<file path="src/rtl/id_pipe_pkg.sv">
// Shared decode constants for the registered instruction-decode stage.
// Encodings follow the St.PU MIPS subset and its ALU operation codes.
package id_pipe_pkg;

  localparam int ALU_OP_W  = 8;
  localparam int ALU_SEL_W = 3;

  localparam logic [4:0] NOP_REG_ADDR = 5'd0;

  typedef enum logic [2:0] {
    IMM_NONE,
    IMM_ZERO,
    IMM_SIGN,
    IMM_LUI,
    IMM_SA
  } imm_kind_e;

  localparam logic [5:0] OP_SPECIAL = 6'b000000;
  localparam logic [5:0] OP_ORI     = 6'b001101;
  localparam logic [5:0] OP_ANDI    = 6'b001100;
  localparam logic [5:0] OP_XORI    = 6'b001110;
  localparam logic [5:0] OP_LUI     = 6'b001111;
  localparam logic [5:0] OP_ADDI    = 6'b001000;
  localparam logic [5:0] OP_ADDIU   = 6'b001001;
  localparam logic [5:0] OP_SLTI    = 6'b001010;
  localparam logic [5:0] OP_SLTIU   = 6'b001011;

  localparam logic [5:0] F_OR    = 6'b100101;
  localparam logic [5:0] F_AND   = 6'b100100;
  localparam logic [5:0] F_XOR   = 6'b100110;
  localparam logic [5:0] F_NOR   = 6'b100111;
  localparam logic [5:0] F_SLLV  = 6'b000100;
  localparam logic [5:0] F_SRLV  = 6'b000110;
  localparam logic [5:0] F_SRAV  = 6'b000111;
  localparam logic [5:0] F_SLL   = 6'b000000;
  localparam logic [5:0] F_SRL   = 6'b000010;
  localparam logic [5:0] F_SRA   = 6'b000011;
  localparam logic [5:0] F_ADD   = 6'b100000;
  localparam logic [5:0] F_ADDU  = 6'b100001;
  localparam logic [5:0] F_SUB   = 6'b100010;
  localparam logic [5:0] F_SUBU  = 6'b100011;
  localparam logic [5:0] F_SLT   = 6'b101010;
  localparam logic [5:0] F_SLTU  = 6'b101011;
  localparam logic [5:0] F_MULT  = 6'b011000;
  localparam logic [5:0] F_MULTU = 6'b011001;
  localparam logic [5:0] F_DIV   = 6'b011010;
  localparam logic [5:0] F_DIVU  = 6'b011011;
  localparam logic [5:0] F_MFHI  = 6'b010000;
  localparam logic [5:0] F_MTHI  = 6'b010001;
  localparam logic [5:0] F_MFLO  = 6'b010010;
  localparam logic [5:0] F_MTLO  = 6'b010011;

  localparam logic [7:0] EXE_NOP_OP   = 8'h00;
  localparam logic [7:0] EXE_AND_OP   = 8'h24;
  localparam logic [7:0] EXE_OR_OP    = 8'h25;
  localparam logic [7:0] EXE_XOR_OP   = 8'h26;
  localparam logic [7:0] EXE_NOR_OP   = 8'h27;
  localparam logic [7:0] EXE_SLL_OP   = 8'h7C;
  localparam logic [7:0] EXE_SRL_OP   = 8'h02;
  localparam logic [7:0] EXE_SRA_OP   = 8'h03;
  localparam logic [7:0] EXE_ADD_OP   = 8'h20;
  localparam logic [7:0] EXE_ADDU_OP  = 8'h21;
  localparam logic [7:0] EXE_SUB_OP   = 8'h22;
  localparam logic [7:0] EXE_SUBU_OP  = 8'h23;
  localparam logic [7:0] EXE_SLT_OP   = 8'h2A;
  localparam logic [7:0] EXE_SLTU_OP  = 8'h2B;
  localparam logic [7:0] EXE_ADDI_OP  = 8'h55;
  localparam logic [7:0] EXE_ADDIU_OP = 8'h56;
  localparam logic [7:0] EXE_MULT_OP  = 8'h18;
  localparam logic [7:0] EXE_MULTU_OP = 8'h19;
  localparam logic [7:0] EXE_DIV_OP   = 8'h1A;
  localparam logic [7:0] EXE_DIVU_OP  = 8'h1B;
  localparam logic [7:0] EXE_MFHI_OP  = 8'h10;
  localparam logic [7:0] EXE_MTHI_OP  = 8'h11;
  localparam logic [7:0] EXE_MFLO_OP  = 8'h12;
  localparam logic [7:0] EXE_MTLO_OP  = 8'h13;

  localparam logic [2:0] RES_NOP   = 3'b000;
  localparam logic [2:0] RES_LOGIC = 3'b001;
  localparam logic [2:0] RES_SHIFT = 3'b010;
  localparam logic [2:0] RES_MOVE  = 3'b011;
  localparam logic [2:0] RES_ARITH = 3'b100;

endpackage

</file>
<file path="src/rtl/id_fwd_mux.sv">
// Operand resolution for one source: immediate, $0, bypass channels
// (lowest index wins) or register file, plus a load-use hazard flag.
module id_fwd_mux #(
  parameter int NUM_FWD = 2,
  parameter int DATA_W  = 32,
  parameter int REG_AW  = 5
) (
  input  logic                      en,
  input  logic [REG_AW-1:0]         addr,
  input  logic [DATA_W-1:0]         rf_data,
  input  logic [DATA_W-1:0]         imm,
  input  logic [NUM_FWD-1:0]        fwd_wreg,
  input  logic [NUM_FWD*REG_AW-1:0] fwd_wd,
  input  logic [NUM_FWD*DATA_W-1:0] fwd_wdata,
  input  logic [NUM_FWD-1:0]        fwd_pending,
  output logic [DATA_W-1:0]         data,
  output logic                      hazard
);

  always_comb begin
    data   = rf_data;
    hazard = 1'b0;
    if (!en) begin
      data = imm;
    end else if (addr == '0) begin
      data = '0;
    end else begin
      // walk oldest to youngest so the youngest match is applied last
      for (int i = NUM_FWD - 1; i >= 0; i--) begin
        if (fwd_wreg[i] && fwd_wd[i*REG_AW +: REG_AW] == addr) begin
          data   = fwd_wdata[i*DATA_W +: DATA_W];
          hazard = fwd_pending[i];
        end
      end
    end
  end

endmodule

</file>
<file path="src/rtl/id_pipe.sv">
// Registered decode stage: decode, operand bypass, load-use detection
// and the ID/EX slot behind a valid/ready handshake.
module id_pipe
  import id_pipe_pkg::*;
#(
  parameter int DATA_W      = 32,
  parameter int REG_AW      = 5,
  parameter int NUM_FWD     = 2,
  parameter int STALL_CNT_W = 16
) (
  input  logic                      clk,
  input  logic                      rst,
  input  logic                      in_valid,
  output logic                      in_ready,
  input  logic [DATA_W-1:0]         pc_i,
  input  logic [31:0]               inst_i,
  output logic [REG_AW-1:0]         reg1_addr_o,
  output logic [REG_AW-1:0]         reg2_addr_o,
  output logic                      reg1_read_o,
  output logic                      reg2_read_o,
  input  logic [DATA_W-1:0]         reg1_data_i,
  input  logic [DATA_W-1:0]         reg2_data_i,
  input  logic [NUM_FWD-1:0]        fwd_wreg_i,
  input  logic [NUM_FWD*REG_AW-1:0] fwd_wd_i,
  input  logic [NUM_FWD*DATA_W-1:0] fwd_wdata_i,
  input  logic [NUM_FWD-1:0]        fwd_pending_i,
  input  logic                      flush_i,
  output logic                      out_valid,
  input  logic                      out_ready,
  output logic [ALU_OP_W-1:0]       aluop_o,
  output logic [ALU_SEL_W-1:0]      alusel_o,
  output logic [REG_AW-1:0]         wd_o,
  output logic                      wreg_o,
  output logic [DATA_W-1:0]         reg1_o,
  output logic [DATA_W-1:0]         reg2_o,
  output logic [DATA_W-1:0]         pc_o,
  output logic                      inst_invalid_o,
  output logic                      stallreq_o,
  output logic [STALL_CNT_W-1:0]    stall_cnt_o
);

  logic [5:0]  op, fn;
  logic [4:0]  rs, rt, rd, sa;
  logic [15:0] imm16;

  assign op    = inst_i[31:26];
  assign rs    = inst_i[25:21];
  assign rt    = inst_i[20:16];
  assign rd    = inst_i[15:11];
  assign sa    = inst_i[10:6];
  assign fn    = inst_i[5:0];
  assign imm16 = inst_i[15:0];

  logic [ALU_OP_W-1:0]  d_aluop;
  logic [ALU_SEL_W-1:0] d_sel;
  logic                 d_wreg, d_r1, d_r2, d_inv;
  imm_kind_e            d_ik;
  logic [REG_AW-1:0]    d_wd;
  logic [DATA_W-1:0]    d_imm;

  always_comb begin
    d_aluop = EXE_NOP_OP;
    d_sel   = RES_NOP;
    d_wreg  = 1'b1;
    d_r1    = 1'b1;
    d_r2    = 1'b0;
    d_ik    = IMM_NONE;
    d_inv   = 1'b0;
    case (op)
      OP_SPECIAL: begin
        d_r2 = 1'b1;
        case (fn)
          F_OR:    begin d_aluop = EXE_OR_OP;   d_sel = RES_LOGIC; end
          F_AND:   begin d_aluop = EXE_AND_OP;  d_sel = RES_LOGIC; end
          F_XOR:   begin d_aluop = EXE_XOR_OP;  d_sel = RES_LOGIC; end
          F_NOR:   begin d_aluop = EXE_NOR_OP;  d_sel = RES_LOGIC; end
          F_SLLV:  begin d_aluop = EXE_SLL_OP;  d_sel = RES_SHIFT; end
          F_SRLV:  begin d_aluop = EXE_SRL_OP;  d_sel = RES_SHIFT; end
          F_SRAV:  begin d_aluop = EXE_SRA_OP;  d_sel = RES_SHIFT; end
          F_ADD:   begin d_aluop = EXE_ADD_OP;  d_sel = RES_ARITH; end
          F_ADDU:  begin d_aluop = EXE_ADDU_OP; d_sel = RES_ARITH; end
          F_SUB:   begin d_aluop = EXE_SUB_OP;  d_sel = RES_ARITH; end
          F_SUBU:  begin d_aluop = EXE_SUBU_OP; d_sel = RES_ARITH; end
          F_SLT:   begin d_aluop = EXE_SLT_OP;  d_sel = RES_ARITH; end
          F_SLTU:  begin d_aluop = EXE_SLTU_OP; d_sel = RES_ARITH; end
          F_MULT:  begin d_aluop = EXE_MULT_OP;  d_wreg = 1'b0; end
          F_MULTU: begin d_aluop = EXE_MULTU_OP; d_wreg = 1'b0; end
          F_DIV:   begin d_aluop = EXE_DIV_OP;   d_wreg = 1'b0; end
          F_DIVU:  begin d_aluop = EXE_DIVU_OP;  d_wreg = 1'b0; end
          F_MFHI: begin
            d_aluop = EXE_MFHI_OP; d_sel = RES_MOVE;
            d_r1 = 1'b0; d_r2 = 1'b0;
          end
          F_MFLO: begin
            d_aluop = EXE_MFLO_OP; d_sel = RES_MOVE;
            d_r1 = 1'b0; d_r2 = 1'b0;
          end
          F_MTHI: begin d_aluop = EXE_MTHI_OP; d_wreg = 1'b0; d_r2 = 1'b0; end
          F_MTLO: begin d_aluop = EXE_MTLO_OP; d_wreg = 1'b0; d_r2 = 1'b0; end
          F_SLL: begin
            d_aluop = EXE_SLL_OP; d_sel = RES_SHIFT;
            d_r1 = 1'b0; d_ik = IMM_SA; d_inv = (rs != 5'd0);
          end
          F_SRL: begin
            d_aluop = EXE_SRL_OP; d_sel = RES_SHIFT;
            d_r1 = 1'b0; d_ik = IMM_SA; d_inv = (rs != 5'd0);
          end
          F_SRA: begin
            d_aluop = EXE_SRA_OP; d_sel = RES_SHIFT;
            d_r1 = 1'b0; d_ik = IMM_SA; d_inv = (rs != 5'd0);
          end
          default: d_inv = 1'b1;
        endcase
      end
      OP_ORI:   begin d_aluop = EXE_OR_OP;    d_sel = RES_LOGIC; d_ik = IMM_ZERO; end
      OP_ANDI:  begin d_aluop = EXE_AND_OP;   d_sel = RES_LOGIC; d_ik = IMM_ZERO; end
      OP_XORI:  begin d_aluop = EXE_XOR_OP;   d_sel = RES_LOGIC; d_ik = IMM_ZERO; end
      OP_LUI:   begin d_aluop = EXE_OR_OP;    d_sel = RES_LOGIC; d_ik = IMM_LUI;  end
      OP_ADDI:  begin d_aluop = EXE_ADDI_OP;  d_sel = RES_ARITH; d_ik = IMM_SIGN; end
      OP_ADDIU: begin d_aluop = EXE_ADDIU_OP; d_sel = RES_ARITH; d_ik = IMM_SIGN; end
      OP_SLTI:  begin d_aluop = EXE_SLT_OP;   d_sel = RES_ARITH; d_ik = IMM_SIGN; end
      OP_SLTIU: begin d_aluop = EXE_SLTU_OP;  d_sel = RES_ARITH; d_ik = IMM_SIGN; end
      default:  d_inv = 1'b1;
    endcase
    if (d_inv) begin
      d_aluop = EXE_NOP_OP;
      d_sel   = RES_NOP;
      d_wreg  = 1'b0;
      d_r1    = 1'b0;
      d_r2    = 1'b0;
      d_ik    = IMM_NONE;
    end
  end

  assign d_wd = d_inv ? REG_AW'(NOP_REG_ADDR)
                      : (op == OP_SPECIAL) ? REG_AW'(rd) : REG_AW'(rt);

  always_comb begin
    unique case (d_ik)
      IMM_ZERO: d_imm = DATA_W'(imm16);
      IMM_SIGN: d_imm = DATA_W'($signed(imm16));
      IMM_LUI:  d_imm = DATA_W'({imm16, 16'h0000});
      IMM_SA:   d_imm = DATA_W'(sa);
      default:  d_imm = '0;
    endcase
  end

  assign reg1_addr_o = REG_AW'(rs);
  assign reg2_addr_o = REG_AW'(rt);
  assign reg1_read_o = d_r1;
  assign reg2_read_o = d_r2;

  logic [DATA_W-1:0] op1, op2;
  logic              hz1, hz2, hazard, slot_free, accept;

  id_fwd_mux #(.NUM_FWD(NUM_FWD), .DATA_W(DATA_W), .REG_AW(REG_AW)) u_fwd1 (
    .en(d_r1), .addr(reg1_addr_o), .rf_data(reg1_data_i), .imm(d_imm),
    .fwd_wreg(fwd_wreg_i), .fwd_wd(fwd_wd_i), .fwd_wdata(fwd_wdata_i),
    .fwd_pending(fwd_pending_i), .data(op1), .hazard(hz1)
  );

  id_fwd_mux #(.NUM_FWD(NUM_FWD), .DATA_W(DATA_W), .REG_AW(REG_AW)) u_fwd2 (
    .en(d_r2), .addr(reg2_addr_o), .rf_data(reg2_data_i), .imm(d_imm),
    .fwd_wreg(fwd_wreg_i), .fwd_wd(fwd_wd_i), .fwd_wdata(fwd_wdata_i),
    .fwd_pending(fwd_pending_i), .data(op2), .hazard(hz2)
  );

  assign hazard     = hz1 | hz2;
  assign stallreq_o = in_valid && hazard;
  assign slot_free  = !out_valid || out_ready;
  assign in_ready   = rst && !flush_i && !hazard && slot_free;
  assign accept     = in_valid && in_ready;

  always_ff @(posedge clk) begin
    if (!rst) begin
      out_valid      <= 1'b0;
      aluop_o        <= EXE_NOP_OP;
      alusel_o       <= RES_NOP;
      wd_o           <= REG_AW'(NOP_REG_ADDR);
      wreg_o         <= 1'b0;
      reg1_o         <= '0;
      reg2_o         <= '0;
      pc_o           <= '0;
      inst_invalid_o <= 1'b0;
    end else if (flush_i) begin
      out_valid <= 1'b0;
    end else if (slot_free) begin
      out_valid <= accept;
      if (accept) begin
        aluop_o        <= d_aluop;
        alusel_o       <= d_sel;
        wd_o           <= d_wd;
        wreg_o         <= d_wreg;
        reg1_o         <= op1;
        reg2_o         <= op2;
        pc_o           <= pc_i;
        inst_invalid_o <= d_inv;
      end
    end
  end

  always_ff @(posedge clk) begin
    if (!rst) begin
      stall_cnt_o <= '0;
    end else if (in_valid && !in_ready && !flush_i && !(&stall_cnt_o)) begin
      stall_cnt_o <= stall_cnt_o + 1'b1;
    end
  end

endmodule
</file>
<file path="config.mk">
export PLATFORM = sky130hd
export DESIGN_NAME = id_pipe
export DESIGN_NICKNAME = d
export VERILOG_FILES = /design/src/rtl/id_pipe_pkg.sv /design/src/rtl/id_fwd_mux.sv /design/src/rtl/id_pipe.sv
export SDC_FILE = /design/constraint.sdc
export NUM_CORES = 1
export LEC_CHECK = 0
export CAP_MARGIN = 30
export CORE_MARGIN = 5
export CORE_UTILIZATION = 44
export DETAILED_ROUTE_END_ITERATION = 7
export PLACE_DENSITY_LB_ADDON = 0.08
export SYNTH_ARGS = -nofsm -noshare
export SYNTH_HDL_FRONTEND = slang
export SYNTH_SLANG_ARGS = --single-unit
</file>
<file path="constraint.sdc">
create_clock -name clk -period 6.7 [get_ports clk]
set_input_delay 1.34 -clock clk [delete_from_list [all_inputs] [get_ports clk]]
set_output_delay 1.34 -clock clk [all_outputs]
set_load 0.01 [all_outputs]
</file>
==> qor.yml <==
outcome: "complete, no violations"
ys_ff_latch: 130
hold_viol: 0
vias_per_cell: 5.57
crit_required_ns: 5.36
skew_ns: 0.00473
vias: 8181
hold_path_depth: 2
crit_path_end_kind: "output port"
synth_fa_ha_area_share_pct: 0.174
numCtsBuffers: 17
globalRouteOverflowTotal: 0
syn_nets: 1152
crit_cells: 8
cts-root-buf: "clkbuf_16"
wl_per_cell_um: 20.7
grt_max_degree: 77
synthTopCellsByCount: "a21oi_1 (159), nand2_1 (155), dfxtp_1 (130)"
synth-compound-area-share_pct: 24.6
critPathMaxFanout: 14
cts_tree: "yes"
synth_top_family_by_area: "compound AO/OA/AOI/OAI gates"
netlist_instances: 940
p_leak_uw: 0.00380
h-tree-depth: 4
initial_core_util_pct: 45.1
ys_seq_area_share_pct: 36.2
yosysTopAreaCell: "dfxtp_1"
critPathMaxStageDelay_ns: 0.53
syn_to_final_growth_pct: 58.3
synth_xor_area_share_pct: 3.29
synth_cell_types: 55
hold_buffers: 0
synth_top_area_share_pct: 36.2
tightest_slew_ns: 0.910
clock_latency_ns: 0.42
grtUsageTotal_pct: 31.1
dp_cells: 1435
grt_pass1_vias: 7917
drv_cap: 0
max-vdd-ir-drop_mv: 0.174
ys.flop_type: "dfxtp_1"
syn_area_mm2: 0.00719
crit_arrival_ns: 4.42
dieArea_mm2: 0.0190
synth_area_per_cell_um2: 7.65
drive_gt1_share_pct: 5.83
period_needed_ns: 5.76
worst-path-buf-inv: 2
place_congestion: 0.926
slowest_stage: "clkdlybuf4s50_1"
synth.most_common_cell: "a21oi_1"
critPathKind: "input pin to output port"
layout.cells.non_filler: 1469
min_to: "pc_o[0]"
rsz0062_at_grt: "no"
fp.dieH_um: 138
setup_viol: 0
io_buffers: 354
core-area_mm2: 0.0159
slew_violations: 0
cts.path.max_buffers: 2
io_pins: 356
max-slew-margin-rel_pct: 39.1
synth_area_leaders: "dfxtp_1 (36%), a21oi_1 (11%), mux2i_1 (9.5%), nand2_1 (8.1%), o21ai_0 (4.0%)"
p_per_area_mw_per_mm2: 186
r2r_cells: 5
worstPathCellList: "clkdlybuf4s50_1 > nor2_1 > nand3_1 > o21bai_1 > a211o_1 > o221ai_4 > nor2_1 > clkdlybuf4s50_1"
path_clk_slew_ns: 0.06
final.setup.tns_ns: 0
nets: 1451
antenna_found_initial: 1
synth_edf_count: 0
wirelength_mm: 30.3
dp_hpwl_mm: 22.7
min-delay-start: "pc_o[0]"
reg2reg_to: "reg2_o[30]"
worstReg2RegStart: "out_valid"
r2r_setup_slack_ns: 4.27
finalCritPeriodShare_pct: 86.0
post_cts_buffers: 0
yosysWarnings: 0
die_x_um: 138
hold_class: "register to register"
grt_pass1_wl_mm: 45.1
fmaxAchievable_mhz: 174
cp_top_family: "compound AO/OA/AOI/OAI gates"
yosys.area_share.simple_pct: 19.1
synthArstFlopShare_pct: 0
cp-start-kind: "input pin"
ant_nets: 0
drc: 0
cts.sinks: 130
drtIter0Drc: 526
detail_route.first_pass.iterations: 5
yosys-mux-area-fraction_pct: 10.3
cts.repair.resized: 0
rows: 46
-- sequential cells by signal, indices dropped and copies added, names as in the netlist --
name / count
pc_o: 32
reg1_o: 32
reg2_o: 32
stall_cnt_o: 16
aluop_o: 7
wd_o: 5
alusel_o: 3
inst_invalid_o: 1
out_valid: 1
wreg_o: 1
-- cell usage in the layout, fill, tap and decap left out, drive strengths merged, types with 3 or more instances in the layout --
cell | netlist | routed
xnor2 | 13 | 13
xor2 | 14 | 14
nand2 | 155 | 155
nor3 | 27 | 27
buf | 31 | 15
mux2i | 68 | 68
a211oi | 8 | 8
o211ai | 4 | 4
nand4 | 5 | 5
clkdlybuf4s50 | 0 | 354
nand2b | 6 | 6
mux2 | 5 | 5
a21oi | 160 | 160
o2111ai | 27 | 27
or3 | 7 | 7
clkbuf | 58 | 21
nor4 | 7 | 7
or4 | 3 | 3
dfxtp | 130 | 130
nor2b | 4 | 4
clkinv | 0 | 5
clkinvlp | 0 | 3
and2 | 3 | 3
inv | 7 | 8
a221oi | 17 | 17
nor2 | 71 | 71
o31ai | 3 | 3
o22ai | 4 | 4
nand3 | 23 | 23
o21ai | 58 | 58
-- metal layers --
layer | GRT usage [%] | vias up | part of all wire (%)
met5 | 0 | - | 0
met4 | 11.4 | 0 | 3.5
met3 | 9.46 | 67 | 9.7
met2 | 51.6 | 367 | 48
met1 | 37.9 | 3791 | 39
li1 | - | 3956 | -
-- through the flow --
step	util, %	hold WS (ns)	total power, uW	setup slack (ns)	cell area (um^2)
after floorplan	-	0.476	960	2.49	7190
after global placement	67.4	0.439	1180	1.04	10700
after detailed placement	67.5	0.446	1180	0.974	10800
after CTS	71.3	0.453	2120	0.967	11400
after global routing	71.4	0.468	2190	0.697	11400
final	71.4	0.452	2120	0.939	11400
-- layout make-up --
type	count	area [um^2]
multi-input combinational	714	4200
sequential	130	2600
clock inverter	11	128
timing repair buffer	369	3670
antenna	1	2.50
inverter	7	28.8
fill	1349	4560
tap	216	270
clock buffer	21	480
-- worst reg2reg max path, cell delays in order (launching register included) --
cell,delay [ns]
dfxtp_1,0.31
nand2b_1,0.18
o221ai_4,0.22
or3_4,0.74
a21oi_2,0.69
a21oi_1,0.17
-- cells by family after synthesis --
logic type,Yosys count
fa+ha+maj,1
xor+xnor,27
other cells,1
compound gates,296
mux,73
simple gates,316
buf+inv,96
flops,130
-- worst max-delay path by stage --
stage / startpoint / to / slack [ns]
3_3_place_gp: inst_i[4] / in_ready / 1.04
3_5_place_dp: inst_i[28] / in_ready / 0.97
5_1_grt: inst_i[28] / in_ready / 0.70
6_report: inst_i[27] / in_ready / 0.94
2_1_floorplan: inst_i[21] / in_ready / 2.49
4_1_cts: inst_i[28] / in_ready / 0.97
-- power by group --
| group | internal [uW] | switching [uW] | total (uW) |
|---|---|---|---|
| clock network | 589 | 357 | 945 |
| logic | 199 | 168 | 367 |
| registers | 793 | 10.8 | 804 |
Note: power is estimated with default switching activity, not from simulation.
